### src/rtl/ahb_accel_pkg.sv
// Shared encodings for the AHB accelerator slave:
// register indices, status/control bit positions, htrans codes and FSM states.
package ahb_accel_pkg;

    typedef enum logic [2:0] {
        REG_WEIGHT  = 3'd0,
        REG_INPUT   = 3'd1,
        REG_BIAS    = 3'd2,
        REG_OUTPUT  = 3'd3,
        REG_STATUS  = 3'd4,
        REG_CONTROL = 3'd5,
        REG_ERRCLR  = 3'd6,
        REG_NONE    = 3'd7
    } reg_idx_e;

    localparam int ST_OCC_ERR  = 5;
    localparam int ST_BUS_ERR  = 6;

    localparam int CTL_LOAD    = 0;
    localparam int CTL_START   = 1;
    localparam int CTL_ACT_LSB = 2;

    localparam logic [1:0] HTRANS_NONSEQ = 2'b10;
    localparam logic [1:0] HTRANS_SEQ    = 2'b11;

    typedef enum logic [2:0] {
        S_IDLE,
        S_DATA,
        S_WAIT,
        S_ERR1,
        S_ERR2
    } state_e;

endpackage

### src/rtl/ahb_accel_decode.sv
// Address-phase decode: word index and classification of
// transfers that must end in an ERROR response.
module ahb_accel_decode
    import ahb_accel_pkg::*;
#(
    parameter int DATA_W = 64,
    parameter int ADDR_W = 10
) (
    input  logic [ADDR_W-1:0] haddr_i,
    input  logic              hwrite_i,
    input  logic [2:0]        hsize_i,
    input  logic              occ_err_i,
    output reg_idx_e          idx_o,
    output logic              wi_o,
    output logic              err_o
);

    localparam int SH = $clog2(DATA_W / 8);
    localparam int IW = ADDR_W - SH;

    logic [IW-1:0] word;
    logic          unused_ok;

    assign word      = haddr_i[ADDR_W-1:SH];
    assign unused_ok = ^haddr_i[SH-1:0];

    always_comb begin
        idx_o = REG_NONE;
        if (word <= IW'(REG_ERRCLR)) begin
            idx_o = reg_idx_e'(word[2:0]);
        end
        wi_o  = (idx_o == REG_WEIGHT) || (idx_o == REG_INPUT);
        err_o = 1'b0;
        if (idx_o == REG_NONE) err_o = 1'b1;
        if (hwrite_i && (idx_o == REG_OUTPUT || idx_o == REG_STATUS)) err_o = 1'b1;
        if (!hwrite_i && (wi_o || idx_o == REG_ERRCLR)) err_o = 1'b1;
        if (hwrite_i && wi_o && occ_err_i) err_o = 1'b1;
        if (hsize_i > 3'(SH)) err_o = 1'b1;
    end

endmodule

### src/rtl/ahb_accel_slave.sv
// AHB-Lite slave front end for the systolic accelerator: register file,
// busy-stall handling with timeout, and two-cycle ERROR responses.
module ahb_accel_slave
    import ahb_accel_pkg::*;
#(
    parameter int DATA_W   = 64,
    parameter int ADDR_W   = 10,
    parameter int WAIT_MAX = 15
) (
    input  logic              clk,
    input  logic              n_rst,
    input  logic              hsel,
    input  logic              hwrite,
    input  logic [ADDR_W-1:0] haddr,
    input  logic [1:0]        htrans,
    input  logic [2:0]        hsize,
    input  logic [2:0]        hburst,
    input  logic [DATA_W-1:0] hwdata,
    output logic              hready,
    output logic              hresp,
    output logic [DATA_W-1:0] hrdata,
    output logic [DATA_W-1:0] weight,
    output logic [DATA_W-1:0] input_data,
    output logic [DATA_W-1:0] bias,
    output logic              weight_write_en,
    output logic              input_write_en,
    output logic              load_weights,
    output logic              start_inference,
    output logic [1:0]        activation_mode,
    input  logic              controller_busy,
    input  logic              data_ready,
    input  logic              weight_done,
    input  logic              input_done,
    input  logic              systolic_done,
    input  logic              buffer_error,
    input  logic [DATA_W-1:0] output_reg
);

    localparam int CW = $clog2(WAIT_MAX + 1);

    state_e            state_q, state_d, pick;
    logic [CW-1:0]     cnt_q, cnt_d;
    reg_idx_e          idx_q, dec_idx;
    logic              wr_q, wi_q, dec_wi, dec_err;
    logic [DATA_W-1:0] weight_q, input_q, bias_q;
    logic [1:0]        act_q;
    logic              we_q, ie_q, lw_q, si_q, occ_q, bus_q;
    logic              accept, stall, done, wr_done;
    logic              clr_occ, clr_bus, unused_ok;

    ahb_accel_decode #(.DATA_W(DATA_W), .ADDR_W(ADDR_W)) u_dec (
        .haddr_i  (haddr),
        .hwrite_i (hwrite),
        .hsize_i  (hsize),
        .occ_err_i(occ_q),
        .idx_o    (dec_idx),
        .wi_o     (dec_wi),
        .err_o    (dec_err)
    );

    assign unused_ok = ^hburst;
    assign stall     = wr_q && wi_q && controller_busy;

    always_comb begin
        hready = 1'b1;
        case (state_q)
            S_DATA:  hready = !stall;
            S_WAIT:  hready = !controller_busy;
            S_ERR1:  hready = 1'b0;
            default: hready = 1'b1;
        endcase
    end

    assign hresp   = (state_q == S_ERR1) || (state_q == S_ERR2);
    assign accept  = hsel && hready &&
                     (htrans == HTRANS_NONSEQ || htrans == HTRANS_SEQ);
    assign pick    = accept ? (dec_err ? S_ERR1 : S_DATA) : S_IDLE;
    assign done    = hready && (state_q == S_DATA || state_q == S_WAIT);
    assign wr_done = done && wr_q;
    assign clr_occ = wr_done && (idx_q == REG_ERRCLR) && hwdata[ST_OCC_ERR];
    assign clr_bus = wr_done && (idx_q == REG_ERRCLR) && hwdata[ST_BUS_ERR];

    always_comb begin
        state_d = state_q;
        cnt_d   = cnt_q;
        case (state_q)
            S_IDLE: state_d = pick;
            S_DATA: begin
                if (stall) begin
                    cnt_d   = CW'(1);
                    state_d = (WAIT_MAX <= 1) ? S_ERR1 : S_WAIT;
                end else begin
                    state_d = pick;
                end
            end
            S_WAIT: begin
                if (controller_busy) begin
                    cnt_d = cnt_q + 1'b1;
                    if (cnt_q + 1'b1 >= CW'(WAIT_MAX)) state_d = S_ERR1;
                end else begin
                    state_d = pick;
                end
            end
            S_ERR1:  state_d = S_ERR2;
            S_ERR2:  state_d = pick;
            default: state_d = S_IDLE;
        endcase
    end

    always_ff @(posedge clk) begin
        if (n_rst) begin
            state_q  <= S_IDLE;
            cnt_q    <= '0;
            idx_q    <= REG_WEIGHT;
            wr_q     <= 1'b0;
            wi_q     <= 1'b0;
            weight_q <= '0;
            input_q  <= '0;
            bias_q   <= '0;
            act_q    <= '0;
            we_q     <= 1'b0;
            ie_q     <= 1'b0;
            lw_q     <= 1'b0;
            si_q     <= 1'b0;
            occ_q    <= 1'b0;
            bus_q    <= 1'b0;
        end else begin
            state_q <= state_d;
            cnt_q   <= cnt_d;
            if (accept) begin
                idx_q <= dec_idx;
                wr_q  <= hwrite;
                wi_q  <= dec_wi;
            end
            we_q  <= 1'b0;
            ie_q  <= 1'b0;
            lw_q  <= 1'b0;
            si_q  <= 1'b0;
            // a set arriving with a clear keeps the sticky bit set
            occ_q <= (occ_q & ~clr_occ) | buffer_error;
            bus_q <= (bus_q & ~clr_bus) | (state_q == S_ERR1);
            if (wr_done) begin
                case (idx_q)
                    REG_WEIGHT: begin
                        weight_q <= hwdata;
                        we_q     <= 1'b1;
                    end
                    REG_INPUT: begin
                        input_q <= hwdata;
                        ie_q    <= 1'b1;
                    end
                    REG_BIAS: bias_q <= hwdata;
                    REG_CONTROL: begin
                        lw_q  <= hwdata[CTL_LOAD];
                        si_q  <= hwdata[CTL_START];
                        act_q <= hwdata[CTL_ACT_LSB +: 2];
                    end
                    default: ;
                endcase
            end
        end
    end

    always_comb begin
        hrdata = '0;
        if (state_q == S_DATA && !wr_q) begin
            case (idx_q)
                REG_BIAS:    hrdata = bias_q;
                REG_OUTPUT:  hrdata = data_ready ? output_reg : '0;
                REG_STATUS:  hrdata = DATA_W'({bus_q, occ_q, systolic_done,
                                               input_done, weight_done,
                                               data_ready, controller_busy});
                REG_CONTROL: hrdata = DATA_W'({act_q, 2'b00});
                default:     hrdata = '0;
            endcase
        end
    end

    assign weight          = weight_q;
    assign input_data      = input_q;
    assign bias            = bias_q;
    assign weight_write_en = we_q;
    assign input_write_en  = ie_q;
    assign load_weights    = lw_q;
    assign start_inference = si_q;
    assign activation_mode = act_q;

endmodule

### config.mk
export PLATFORM = sky130hd
export DESIGN_NAME = ahb_accel_slave
export DESIGN_NICKNAME = d
export VERILOG_FILES = /design/src/rtl/ahb_accel_pkg.sv /design/src/rtl/ahb_accel_decode.sv /design/src/rtl/ahb_accel_slave.sv
export SDC_FILE = /design/constraint.sdc
export NUM_CORES = 1
export LEC_CHECK = 0
export BUFFER_PORTS_ARGS = -buffer_cell sky130_fd_sc_hd__buf_2
export CORE_AREA = 2 2 162 164
export DETAILED_ROUTE_END_ITERATION = 16
export DIE_AREA = 0 0 164 166
export PLACE_DENSITY = 0.69
export SLEW_MARGIN = 20
export SYNTH_ARGS = -nofsm -noshare
export SYNTH_HDL_FRONTEND = slang
export SYNTH_SLANG_ARGS = --single-unit
export TNS_END_PERCENT = 5
### constraint.sdc
create_clock -name clk -period 2.4 [get_ports clk]
set_clock_uncertainty 0.2 [all_clocks]
set_input_delay 0.6 -clock clk [delete_from_list [all_inputs] [get_ports clk]]
set_output_delay 0.6 -clock clk [all_outputs]
set_load 0.02 [all_outputs]
==> key figures <==
Routing
  – Vias: 9519
  – WL per Instance: 16.7 um
  – Avg Vias per Cell: between 5 and 6
  – DRC errors left: 0
  – Drt first pass iters: 7
  – DRT Wirelength: between 30 and 40 mm
  – Routed Antenna Nets: 0
  – Drt initial violations: 743

Timing
  – Slew headroom: 65.7%
  – # setup viols final: 64
  – Final worst path period share: 114%
  – Max Fclk: between 0.3 and 0.4 GHz
  – Final-report max-slew violation count: 0
  – Fin worst setup slack: -0.344 ns
  – Fin. Hold Viols: 0
  – RSZ-0062 raised after global routing: true
  – Slew @ Worst Pin: roughly 0.5 ns
  – Fin crit period: approximately 2.7 ns

Synth
  – Avg Inst Size Synth: 7.64 um^2
  – Post-synth EDFFs: 0
  – Most used DFF post-synth: dfxtp_1
  – Register bit total from synthesis: between 200 and 250
  – Post-Syn Area: between 8000 and 9000 um^2
  – Largest family of logic cells by synthesized area: simple AND/OR/NAND/NOR gates
  – Post-Synth Adder-Cell Area: 0.289%
  – Syn_nets: ~1300
  – Compound-Gate Fraction of Synth Area: 19.5%
  – Share of the yosys chip area belonging to registers: about half
  – Async SR Flop Fraction: 0%
  – Synthesized-area fraction occupied by and/or/nand/nor cells: about 24%
  – Post-Synth XOR/XNOR Area: less than 1%
  – Warnings from Yosys: 0
  – Cells after Synth: between 1000 and 1500
  – Mux cell area share after synthesis: roughly 1.1%
  – Cell variety after synth: 48

CTS
  – Num CTS Buffers: 23
  – Sink Count: between 200 and 250
  – CTS tree: yes
  – Root Buffer: clkbuf_16
  – Clock Path Buffers: 3
  – Reg clk slew, reported paths: ~0.060 ns
  – Clock Latency Late Sink: 0.49 ns
  – # H-tree levels: 1

Die
  – Die height: 166 um
  – # IOs: 420
  – Die width: around 160 um
  – Die ar.: approximately 27000 um^2
  – Initial Util: roughly 34%
  – Core area: about 26000 um^2
  – Core Rows: 59

Layout
  – Commonest cells after routing, fill and taps aside: 379 x nand2_1, 368 x buf_2, 209 x dfxtp_1
  – Utilization after layout: between 40% and 50%
  – Share of cells above drive strength 1: between 30% and 40%
  – Ant diodes: 0
  – Synthesis-to-layout area growth: 43.4%
  – Fin area: 12400 um^2
  – Non-filler instance count after layout: roughly 1900
  – Commonest non-fill, non-tap cell in the layout: nand2_1
  – Final net count: roughly 1700

Hold path
  – Hold_sp: buffer_error
  – Hold Crit Class: in -> reg
  – Worst Hold Endpoint: occ_q
  – WHS Path Cells: 3

Critical path
  – Required @ worst endpoint: 1.60 ns
  – Setup Crit Path Kind: reg -> out
  – Reg2Reg Setup Slack: roughly 0.4 ns
  – Reg-to-Reg End: weight[19]
  – CP Launch Type: register
  – Worst Reg-to-Reg Cells: 7
  – Critical Path Sink Type: output port
  – Critical path arrival: between 1.5 and 2 ns
  – CP Max Fanout: 30
  – R2r startpoint: state_q[0]

Global route
  – Largest net degree at the start of global routing: 49
  – First-pass GRT wire length: 46.7 mm
  – Initial antenna violation count: 1
  – GRT Residual Overflow: 0
  – Vias in the first global route: 8856
  – GRT Overall Usage: 21.2%

Placement
  – Placed cell count: 1832
  – # port buffers: slightly above 400
  – Pre-CTS WS: -0.0435 ns
  – Placed inst area: ~11000 um^2
  – Post-DP HPWL: 21.2 mm
  – Global placer's final weighted congestion: 0.827

Outcome
  – Failing checks: setup timing
  – Status: finished, violations left

Flow run
  – Max_cap viols: 0

Power and ir drop
  – Max rail drop VDD: ~380 uV
  – Power consumption: around 7400 uW
  – Power Density: approximately 600 nW/um^2
  – Leak pwr: ~0.0052 uW
## stage by stage
stage               hold slack (ns)  setup TNS, ns
finish                        0.150         -19.62
global route                  0.151         -23.32
CTS                           0.128         -20.93
detailed placement            0.241        -0.0623
global placement              0.236        -0.0449
floorplan                     0.261         -0.289
## power by group
group	internal (uW)	leakage, uW	switching [uW]	total (uW)
Clock	1920	0.000334	1360	3280
Combinational	215	0.00314	304	518
Sequential	3540	0.00171	14.2	3550
Total	5680	0.00518	1680	7350
## cell families after synthesis
group,Yosys count
mux,9
flops,212
buf+inv,97
compound gates,289
xor+xnor,1
simple gates,522
fa+ha+maj,2
## cell type report
cell class                      count  area [um^2]
Timing Repair Buffer              466         2970
Fill cell                        2516        13200
Tap cell                          335          419
Clock buffer                       35          681
Multi-Input combinational cell    823         4060
Sequential cell                   212         4250
Inverter                            5         18.8
## how the worst max path moves through the flow
stage               startpoint         end  slack [ns]  cells past startpoint
global route          idx_q[2]  hrdata[44]       -0.41                      8
detailed placement  data_ready  hrdata[63]       -0.04                      6
global placement    data_ready  hrdata[63]       -0.04                      6
CTS                   idx_q[2]  hrdata[63]       -0.35                      7
floorplan             idx_q[1]   hrdata[3]       -0.08                      8
finish                idx_q[2]  hrdata[44]       -0.34                      8
## critical path, cell delays in order, from the launching register on
cell and delay [ns]:
dfxtp_2 0.34, buf_6 0.13, nor2b_4 0.12, buf_6 0.12, o21ai_4 0.13, buf_6 0.17, buf_12 0.19, nor2_1 0.08
buf_4 0.16
## synthesized netlist by cell type (2+ instances only)
master	n	area, um^2
nand2b_1	5	31.3
nand2_2	10	62.6
mux2_2	4	45.0
nor2_1	89	334
a21oi_2	10	87.6
a22oi_1	63	473
a21oi_1	193	966
ha_1	2	25.0
nor3b_1	3	22.5
buf_2	37	185
mux2i_1	5	50.1
buf_6	7	78.8
nand2_1	379	1420
and3_1	4	25.0
nor3_1	6	30.0
nand4_1	2	12.5
nor2b_1	4	25.0
nand3b_1	2	15.0
o21ai_0	5	25.0
nand3_1	9	45.0
clkbuf_1	45	169
inv_1	5	18.8
dfxtp_1	212	4240
a21o_1	3	22.5
a211oi_1	5	37.5
## sequential cells by signal, summed over array words and instances (netlist names)
register,flops
bias,64
state_q,3
activation_mode,2
idx_q,3
occ_q,1
input_data,64
bus_q,1
weight,64
start_inference,1
input_write_en,1
load_weights,1
cnt_q,4
wr_q,1
wi_q,1
weight_write_en,1
## routing by layer
layer	wire (um)	track usage, %
met1	12300	25.4
met2	15800	38.0
met3	2700	4.65
met4	547	5.72
met5	0	0
## timing repair
item,4_1_cts,5_1_grt
setup buffers,3,3
gates cloned,0,3
endpoints found under the setup margin,64,65
gates resized for setup,9,81
pin swaps,0,2
hold buffers,0,0
No activity file was read; power rests on OpenSTA's default activity.
